File: src/rtl/sha256_msg_padder.sv
`default_nettype none
// ============================================================================
// Module   : sha256_msg_padder
// Purpose  : Streaming SHA-256 message front end. Reads a NUM_OF_WORDS-word
//            message from word-addressed memory, applies SHA-256 padding
//            (0x80000000 marker, zero fill, 64-bit bit length) and presents
//            the result one 512-bit block at a time over valid/ready.
// Ports    : clk, reset (sync, active-high), start, message_addr
//            mem_clk, mem_we, mem_addr, mem_read_data  - memory read port
//            blk_data, blk_valid, blk_ready, blk_last, blk_index - block out
//            busy, done                                  - status
// Options  : SHA_PAD_PREFETCH_EN - adds a second 512-bit output buffer so the
//            next block is fetched while the current one waits for transfer.
// Revision : 1.0 - initial release
// ============================================================================
module sha256_msg_padder #(
  parameter int NUM_OF_WORDS = 20
) (
  input  logic         clk,
  input  logic         reset,
  input  logic         start,
  input  logic [15:0]  message_addr,
  output logic         mem_clk,
  output logic         mem_we,
  output logic [15:0]  mem_addr,
  input  logic [31:0]  mem_read_data,
  output logic [511:0] blk_data,
  output logic         blk_valid,
  input  logic         blk_ready,
  output logic         blk_last,
  output logic [7:0]   blk_index,
  output logic         busy,
  output logic         done
);

  localparam int             N_FULL    = NUM_OF_WORDS / 16;
  localparam int             REM       = NUM_OF_WORDS % 16;
  localparam int             NUM_BLKS  = (NUM_OF_WORDS + 3 + 15) / 16;
  localparam logic [7:0]     LAST_BLK  = 8'(NUM_BLKS - 1);
  localparam logic [7:0]     MARK_BLK  = 8'(N_FULL);
  localparam logic [63:0]    BIT_LEN   = 64'(NUM_OF_WORDS) * 64'd32;
  localparam logic [511:0]   MARK_VEC  = 512'h8000_0000 << (32 * REM);
  localparam logic [511:0]   LEN_VEC   = {BIT_LEN[31:0], BIT_LEN[63:32], 448'd0};

  localparam logic [1:0] S_IDLE  = 2'd0;
  localparam logic [1:0] S_FETCH = 2'd1;
  localparam logic [1:0] S_PAD   = 2'd2;
  localparam logic [1:0] S_HOLD  = 2'd3;

  // Number of message words carried by a given block.
  function automatic logic [4:0] words_in(input logic [7:0] blk);
    if (int'(blk) < N_FULL)       words_in = 5'd16;
    else if (int'(blk) == N_FULL) words_in = 5'(REM);
    else                          words_in = 5'd0;
  endfunction

  logic [1:0]   state, next_state;
  logic [7:0]   fblk;        // block currently being fetched
  logic [15:0]  base;
  logic [4:0]   issue_cnt;
  logic [3:0]   cap_cnt;
  logic         p1, p2;      // read in flight: address stage / data stage
  logic [511:0] fill;

  logic         accept, fetch_done, fblk_last, hand, xfer, launch, launch_next;
  logic [4:0]   cur_w, lw;
  logic [7:0]   lblk;
  logic [15:0]  lbase;
  logic [511:0] padded;

`ifdef SHA_PAD_PREFETCH_EN
  logic         out_valid, out_last;
  logic [511:0] out_buf;
  logic [7:0]   out_idx;
`endif

  assign mem_clk = clk;
  assign mem_we  = 1'b0;

  assign cur_w      = words_in(fblk);
  assign fblk_last  = (fblk == LAST_BLK);
  assign accept     = (state == S_IDLE) && start && !busy;
  // Data for the last issued word is on the bus while p2 is set.
  assign fetch_done = (state == S_FETCH) &&
                      ((cur_w == 5'd0) || (p2 && ({1'b0, cap_cnt} == cur_w - 5'd1)));
  assign padded     = fill | ((fblk == MARK_BLK) ? MARK_VEC : '0) |
                      (fblk_last ? LEN_VEC : '0);
  assign launch     = accept || launch_next;
  assign lblk       = accept ? 8'd0 : fblk + 8'd1;
  assign lbase      = accept ? message_addr : base;
  assign lw         = words_in(lblk);

  // State register
  always_ff @(posedge clk) begin
    if (reset) state <= S_IDLE;
    else       state <= next_state;
  end

  // Next-state logic
  always_comb begin
    next_state = state;
    case (state)
      S_IDLE:  if (accept) next_state = S_FETCH;
      S_FETCH: if (fetch_done) next_state = S_PAD;
`ifdef SHA_PAD_PREFETCH_EN
      S_PAD:   next_state = hand ? (fblk_last ? S_IDLE : S_FETCH) : S_HOLD;
`else
      S_PAD:   next_state = S_HOLD;
`endif
      S_HOLD:  if (hand) next_state = fblk_last ? S_IDLE : S_FETCH;
      default: next_state = S_IDLE;
    endcase
  end

  // Output / handshake logic
  always_comb begin
`ifdef SHA_PAD_PREFETCH_EN
    // The completed fill buffer moves to the output buffer whenever that
    // buffer is empty or being emptied in the same cycle.
    xfer      = out_valid && blk_ready;
    hand      = ((state == S_PAD) || (state == S_HOLD)) && (!out_valid || blk_ready);
    blk_valid = out_valid;
    blk_data  = out_buf;
    blk_last  = out_last;
    blk_index = out_idx;
`else
    hand      = (state == S_HOLD) && blk_ready;
    xfer      = hand;
    blk_valid = (state == S_HOLD);
    blk_data  = fill;
    blk_last  = (state == S_HOLD) && fblk_last;
    blk_index = fblk;
`endif
    launch_next = hand && !fblk_last;
  end

  // Fetch datapath
  always_ff @(posedge clk) begin
    if (reset) begin
      fblk      <= 8'd0;
      base      <= 16'd0;
      issue_cnt <= 5'd0;
      cap_cnt   <= 4'd0;
      p1        <= 1'b0;
      p2        <= 1'b0;
      mem_addr  <= 16'd0;
      fill      <= '0;
      busy      <= 1'b0;
      done      <= 1'b0;
    end else begin
      p2   <= p1;
      done <= xfer && blk_last;
      if (accept) begin
        busy <= 1'b1;
        base <= message_addr;
      end else if (xfer && blk_last) begin
        busy <= 1'b0;
      end

      // A launch issues the first read of the new block on the same edge.
      if (launch) begin
        fblk    <= lblk;
        cap_cnt <= 4'd0;
        if (lw != 5'd0) begin
          mem_addr  <= lbase + {4'd0, lblk, 4'd0};
          issue_cnt <= 5'd1;
          p1        <= 1'b1;
        end else begin
          mem_addr  <= 16'd0;
          issue_cnt <= 5'd0;
          p1        <= 1'b0;
        end
      end else if ((state == S_FETCH) && (issue_cnt < cur_w)) begin
        mem_addr  <= base + {4'd0, fblk, 4'd0} + {11'd0, issue_cnt};
        issue_cnt <= issue_cnt + 5'd1;
        p1        <= 1'b1;
      end else begin
        mem_addr <= 16'd0;
        p1       <= 1'b0;
      end

      if (launch) begin
        fill <= '0;
      end else if (state == S_PAD) begin
        fill <= padded;
      end else if ((state == S_FETCH) && p2) begin
        fill[{cap_cnt, 5'd0} +: 32] <= mem_read_data;
        cap_cnt <= cap_cnt + 4'd1;
      end
    end
  end

`ifdef SHA_PAD_PREFETCH_EN
  // Output buffer; contents frozen while out_valid is high and not taken.
  always_ff @(posedge clk) begin
    if (reset) begin
      out_valid <= 1'b0;
      out_last  <= 1'b0;
      out_idx   <= 8'd0;
      out_buf   <= '0;
    end else if (hand) begin
      out_valid <= 1'b1;
      out_last  <= fblk_last;
      out_idx   <= fblk;
      out_buf   <= (state == S_PAD) ? padded : fill;
    end else if (xfer) begin
      out_valid <= 1'b0;
    end
  end
`endif

endmodule
`default_nettype wire

File: config.mk
export PLATFORM = sky130hd
export DESIGN_NAME = sha256_msg_padder
export DESIGN_NICKNAME = d
export VERILOG_FILES = /design/src/rtl/sha256_msg_padder.sv
export SDC_FILE = /design/constraint.sdc
export NUM_CORES = 1
export LEC_CHECK = 0
export ABC_AREA = 0
export CAP_MARGIN = 20
export CORE_AREA = 3 3 227 229
export DETAILED_ROUTE_END_ITERATION = 12
export DIE_AREA = 0 0 230 232
export DONT_BUFFER_PORTS = 1
export PLACE_DENSITY_LB_ADDON = 0.3
export RECOVER_POWER = 50
export SLEW_MARGIN = 20
export SYNTH_ARGS = -nofsm -noshare
export SYNTH_HDL_FRONTEND = slang
export SYNTH_SLANG_ARGS = --single-unit
export TNS_END_PERCENT = 1
File: constraint.sdc
create_clock -name clk -period 3.5 [get_ports clk]
set_input_delay 0.175 -clock clk [delete_from_list [all_inputs] [get_ports clk]]
set_output_delay 0.175 -clock clk [all_outputs]
set_load 0.01 [all_outputs]
==> results_dict.tcl, run 1 <==
set metrics [dict create \
    cts_buffers 57 \
    holdPathStages 2 \
    nFillCells 4728 \
    slew_viol_final 0 \
    p_sw_uw 4050 \
    grt_overflow 0 \
    drtIter0Drc 1894 \
    critPathLaunchType "flip-flop" \
    avgSynthCellArea_sq_um 7.88 \
    insertion_delay_ns 0.61 \
    synth-edff-count 0 \
    hold_viol 0 \
    period_needed_ns 3.31 \
    p_total_uw 15100 \
    p_int_uw 11100 \
    max-cap-violations 0 \
    wl_per_cell_microns 24.6 \
    ir_worst_vdd_mv 0.387 \
    cts_tree "yes" \
    p_leak_uw 0.00848 \
    sw_frac_of_total_pct 26.8 \
    worst_ep_required_time_ns 3.97 \
    syn_area_sq_mm 0.0221 \
    cp.arrival_ns 3.78 \
    clkTransAtPathRegs_ns 0.06 \
    area_delta_synth_final_pct 16.1 \
    synth.area.top_cells "dfxtp_1 (51%), nand2_1 (14%), a21oi_1 (12%), nand3_1 (6.1%), clkbuf_1 (3.7%)" \
    routed.top_layer "met5" \
    gp_congestion 0.875 \
    synth_commonest_cells "nand2_1 (799), dfxtp_1 (567), a21oi_1 (537), nand3_1 (270), clkbuf_1 (219)" \
    min_period_over_period_pct 94.7 \
    yosysMostFrequentCell "nand2_1" \
    async_reset_ff_share_pct 0 \
    syn_nets 2898 \
    fin_skew_ns 0.0250 \
    criticalPathCategory "reg2reg" \
    grt_max_degree 125 \
    tightest_slew_ns 1.48 \
    endpoint_kind "flip-flop" \
    grt_setup_unrepaired "no" \
    wl_met2_microns 40300 \
    yosysUniqueCellTypes 59 \
    dieArea_sq_mm 0.0534 \
    pwr-share-comb_pct 12.3 \
    final_cells 3463 \
    vias 20200 \
    clockBufferDepth 3 \
    grt_pass1_wl_microns 123000 \
    setup_viol 0 \
    post-dp-hpwl_microns 55100 \
    yosysSeqAreaShare_pct 51.5 \
    fin_setup_tns_ns 0 \
    drive_gt1_share_pct 7.37 \
    io-pin-count 594 \
    htree_levels 2 \
    core_area_sq_mm 0.0499 \
    fin_nets 2832 \
    wl_microns 85100 \
    clockRootBuffer "clkbuf_16" \
    yosysTopAreaCell "dfxtp_1" \
    antenna_left 0 \
    vias_per_cell 5.82 \
    rows 82 \
    synth_seq_cells 567 \
    worstHoldPathType "in2reg" \
    slew_headroom_pct 1.26 \
    power.density_mw_per_mm2 591 \
    r2r_cells 14 \
    grt_usage_pct 30.2 \
    post_cts_buffers 0 \
    grt_antenna_before_repair 10 \
    dp_cells 3258 \
    post-route-util_pct 51.3 \
    die_x_microns 230 \
    met1_length_microns 30800 \
    synth_ff_type "dfxtp_1" \
    clock-sinks 567 \
    syn_inst 2798 \
    first_global_vias 18800 \
    max_freq_ghz 0.302 \
    p_seq_share_pct 44.0 \
    first_pass_iters 8 \
    portBuffers 0 \
    pwr-share-clk_pct 43.7 \
    yosys_warnings 0 \
    met3_length_microns 9410 \
    start_util_pct 44.2 \
    status "finished, final reports clean" \
    die_h_microns 232 \
    hold_ws_ns 0.0361 \
    drc 0 \
    synth_top_area_share_pct 51.5 \
    crit_fanout 7 \
]
## flip-flops by register name, summed over array words and instances (netlist names)
signal     flops
base          16
cap_cnt        4
blk_index      8
blk_data     512
done           1
busy           1
mem_addr      16
p2             1
p1             1
state          2
issue_cnt      5
## cell usage in the layout, fill, tap and decap left out, drive strengths merged, types with 8 or more instances in the layout
cell type    Yosys  layout
a22oi            9       9
nor2            86      86
a21oi          537     537
diode            0      11
clkinv           0      14
nor3            16      16
o21ai           17      17
nand3          271     271
bufinv           0       9
nand2          799     799
xnor2           19      19
clkbuf         219      81
o21a             8       8
and3            10      10
dlygate4sd3      0      70
xor2            22      22
buf             50      72
ha              45      45
mux2i           10      10
inv             18      21
dfxtp          567     567
a21o             8       8
## path summary, 6_finish.rpt
path / startpoint / to / slack (ns)
worst max-delay path: blk_index[0]$_SDFFE_PP0N_ / mem_addr[15]$_SDFF_PP0_ / 0.19
worst min-delay path: reset / mem_addr[15]$_SDFF_PP0_ / 0.04
worst min register to register: p1$_SDFF_PP0_ / p2$_SDFF_PP0_ / 0.45
worst max register to register: blk_index[0]$_SDFFE_PP0N_ / mem_addr[15]$_SDFF_PP0_ / 0.19
## stage by stage
| stage | worst slack, ns | area (sq um) |
|---|---|---|
| floorplan | 0.116 | 22100 |
| global placement | 0.262 | 22500 |
| detailed placement | 0.143 | 22500 |
| CTS | 0.110 | 25600 |
| global route | 0.0110 | 25600 |
| finish | 0.186 | 25600 |
## cell families (layout without fill, tap and decap cells)
group           count (synthesis)  in the layout  synth area share (%)
xor+xnor                       42             42                  1.73
buf+inv                       287            269                  5.19
fa+ha+maj                      48             48                  2.83
mux                            10             10                 0.454
compound gates                613            613                  14.7
flops                         567            567                  51.5
other cells                     1             12                0.0170
simple gates                 1230           1230                  23.7
## worst max-delay path, stage by stage (launching register included)
cell and delay [ns]:
dfxtp_1 0.33, clkbuf_1 0.40, ha_1 0.38, and3_1 0.29, and3_1 0.25, xnor2_1 0.16, nor2_1 0.07, ha_1 0.35
nor2_1 0.07, a21oi_1 0.12, o41a_1 0.20, a21oi_1 0.11, nor3_1 0.18, xor2_1 0.18, o22ai_1 0.10
## power groups by stage
stage	sequential (uW)	combinational, uW	clock [uW]
2_1_floorplan	6770	1150	23.5
3_3_place_gp	6800	1490	0
3_5_place_dp	6800	1520	0
4_1_cts	6660	1830	6680
5_1_grt	6670	2000	6950
6_report	6660	1870	6610
## metal layers
layer	vias up	GRT usage (%)
li1	9170	-
met1	9604	35.8
met2	1123	49.9
met3	251	9.32
met4	2	15.0
met5	-	0
## what timing repair did
item                                    CTS  global route
resized for setup                         0             6
endpoints found under the setup margin    0            10
endpoints found under the hold margin   547             0
hold buffers                             87             0
## area by class of cell
class | instances | area (sq um) | share of cell area (%)
sequential | 567 | 11400 | 44.3
multi-input combinational | 1944 | 9680 | 37.8
clock buffer | 79 | 1660 | 6.49
timing repair buffer | 144 | 1590 | 6.21
tap | 672 | 841 | 3.28
clock inverter | 28 | 385 | 1.51
inverter | 18 | 67.6 | 0.264
antenna | 11 | 27.5 | 0.108
Note: power is estimated with default switching activity, not from simulation.
==> run 2: changes to the inputs <==
--- a/config.mk
+++ b/config.mk
@@ -7,9 +7,11 @@
 export LEC_CHECK = 0
 export ABC_AREA = 0
 export CAP_MARGIN = 20
-export CORE_AREA = 3 3 227 229
+export CELL_PAD_IN_SITES_DETAIL_PLACEMENT = 1
+export CELL_PAD_IN_SITES_GLOBAL_PLACEMENT = 1
+export CORE_MARGIN = 3
+export CORE_UTILIZATION = 41
 export DETAILED_ROUTE_END_ITERATION = 12
-export DIE_AREA = 0 0 230 232
 export DONT_BUFFER_PORTS = 1
 export PLACE_DENSITY_LB_ADDON = 0.3
 export RECOVER_POWER = 50
==> run 2 against run 1 <==
Compared with the run above: via count is 1.4% higher; sequential cell count stayed put; critical endpoint is now mem_addr[14]$_SDFF_PP0_; clock power is 6.2% lower; cell area is 0.96% lower; final cell count is 0.17% higher; register-to-register slack better by 0.04 ns; setup slack better by 0.043 ns; global-route usage is 1.7 points higher; sequential share of layout area is 0.44 points higher; largest cell class unchanged; clock-buffer cell count is 14 higher.
==> results_dict.tcl, run 2 (synthesized netlist as in run 1, its figures left out) <==
set metrics [dict create \
    status "finished, final reports clean" \
    drc 0 \
    core_area_sq_mm 0.0529 \
    area_delta_synth_final_pct 15.0 \
    met3_length_microns 9680 \
    ir_worst_vdd_mv 0.430 \
    wl_met2_microns 45400 \
    routed.top_layer "met5" \
    ff_latch_area_sq_mm 0.0114 \
    post-route-util_pct 48.0 \
    worstHoldPathType "in2reg" \
    portBuffers 0 \
    grt_pass1_wl_microns 137000 \
    cp.arrival_ns 3.79 \
    htree_levels 2 \
    min_period_over_period_pct 93.4 \
    io-pin-count 594 \
    grt_setup_unrepaired "no" \
    power.density_mw_per_mm2 579 \
    clockBufferDepth 3 \
    period_needed_ns 3.27 \
    slew_headroom_pct 16.4 \
    first_pass_iters 5 \
    worst_ep_required_time_ns 4.02 \
    fin_setup_tns_ns 0 \
    grt_usage_pct 31.9 \
    endpoint_kind "flip-flop" \
    grt_overflow 0 \
    critPathLaunchType "flip-flop" \
    clock-sinks 567 \
    multi_input_area_sq_mm 0.00967 \
    wl_microns 94900 \
    hold_viol 0 \
    dp_cells 3274 \
    final_cell_mix "nand2_1 (798), dfxtp_1 (564), a21oi_1 (537)" \
    die_h_microns 238 \
    gp_congestion 0.853 \
    rows 84 \
    p_leak_uw 0.00837 \
    p_total_uw 14700 \
    final_cells 3469 \
    post_cts_buffers 0 \
    crit_fanout 13 \
    start_util_pct 41.7 \
    die_x_microns 238 \
    clockRootBuffer "clkbuf_16" \
    vias 20400 \
    antenna_left 0 \
    grt_antenna_before_repair 10 \
    post-dp-hpwl_microns 62000 \
    grt_max_degree 153 \
    dieArea_sq_mm 0.0566 \
    first_global_vias 20800 \
    vias_per_cell 5.89 \
    max_freq_ghz 0.306 \
    final_common_cell "nand2_1" \
    criticalPathCategory "reg2reg" \
    max-cap-violations 0 \
    tightest_slew_ns 1.25 \
    met1_length_microns 35200 \
    slew_viol_final 0 \
    setup_viol 0 \
    insertion_delay_ns 0.61 \
    nFillCells 6341 \
    drtIter0Drc 1554 \
    cts_buffers 59 \
    drive_gt1_share_pct 7.17 \
    largest_reg_flops 512 \
    fin_nets 2829 \
    clkTransAtPathRegs_ns 0.06 \
    cts_tree "yes" \
    fin_skew_ns 0.0145 \
    wl_per_cell_microns 27.4 \
]
==> run 2: changes by cell type in the layout (fill, tap and decap cells not counted), sizes merged <==
| cell | change |
|---|---|
| clkinv | -4 |
| dlygate4sd3 | -4 |
| buf | -1 |
| clkbuf | +14 |
| inv | -1 |
| diode | -4 |
| bufinv | -8 |
| clkinvlp | -2 |
==> run 2: critical path, stage by stage, from the launching register on <==
cell	delay, ns
dfxtp_2	0.37
inv_1	0.09
ha_1	0.23
and3b_2	0.28
buf_4	0.20
nor2_1	0.11
ha_1	0.21
inv_1	0.08
fa_1	0.43
nor2b_1	0.15
o21a_1	0.15
o21a_1	0.14
a221o_1	0.19
a31oi_2	0.15
o21a_1	0.21
o31ai_1	0.18
==> run 2: final cells by class <==
| cell class | instances | share of cell area, % |
|---|---|---|
| well taps | 688 | 3.40 |
| flip-flops and latches | 567 | 44.8 |
| clock inverters | 13 | 0.400 |
| repair buffers | 139 | 5.96 |
| inverters | 18 | 0.266 |
| multi-input cells | 1944 | 38.1 |
| diodes | 7 | 0.0691 |
| clock buffers | 93 | 7.00 |
==> run 2: final timing paths <==
check | endpoint | depth (start not counted) | from | slack [ns]
setup / recovery | mem_addr[14]$_SDFF_PP0_ | 15 | state[0]$_SDFFE_PP0P_ | 0.23
hold / removal | base[6]$_SDFF_PP0_ | 3 | start | 0.02
setup reg to reg | mem_addr[14]$_SDFF_PP0_ | 15 | state[0]$_SDFFE_PP0P_ | 0.23
hold reg to reg | p2$_SDFF_PP0_ | 1 | p1$_SDFF_PP0_ | 0.45
==> run 2: routing by layer <==
metal	global-route usage, %	vias to the layer above
li1	-	9138
met1	36.5	10200
met2	53.7	853
met3	11.4	239
met4	14.3	2
met5	0	-
==> run 2: through the flow <==
| step | hold WS, ns | cell area [sq um] | setup slack, ns |
|---|---|---|---|
| after floorplan | 0.267 | 22100 | 0.116 |
| after global placement | 0.175 | 22500 | 0.293 |
| after detailed placement | 0.175 | 22500 | 0.138 |
| after CTS | 0.000913 | 25300 | 0.0749 |
| after global routing | 0.00840 | 25400 | 0.00176 |
| final | 0.0213 | 25400 | 0.229 |
==> run 2: what timing repair did <==
item,4_1_cts,5_1_grt
resized for setup,0,9
hold buffers,82,0
hold endpoints to repair,548,0
setup endpoints to repair,0,8
==> run 2: power by group <==
| part | switching, uW | leakage, uW | internal [uW] |
|---|---|---|---|
| combinational | 1330 | 0.00286 | 491 |
| sequential | 108 | 0.00457 | 6560 |
| clock | 2670 | 0.000932 | 3530 |
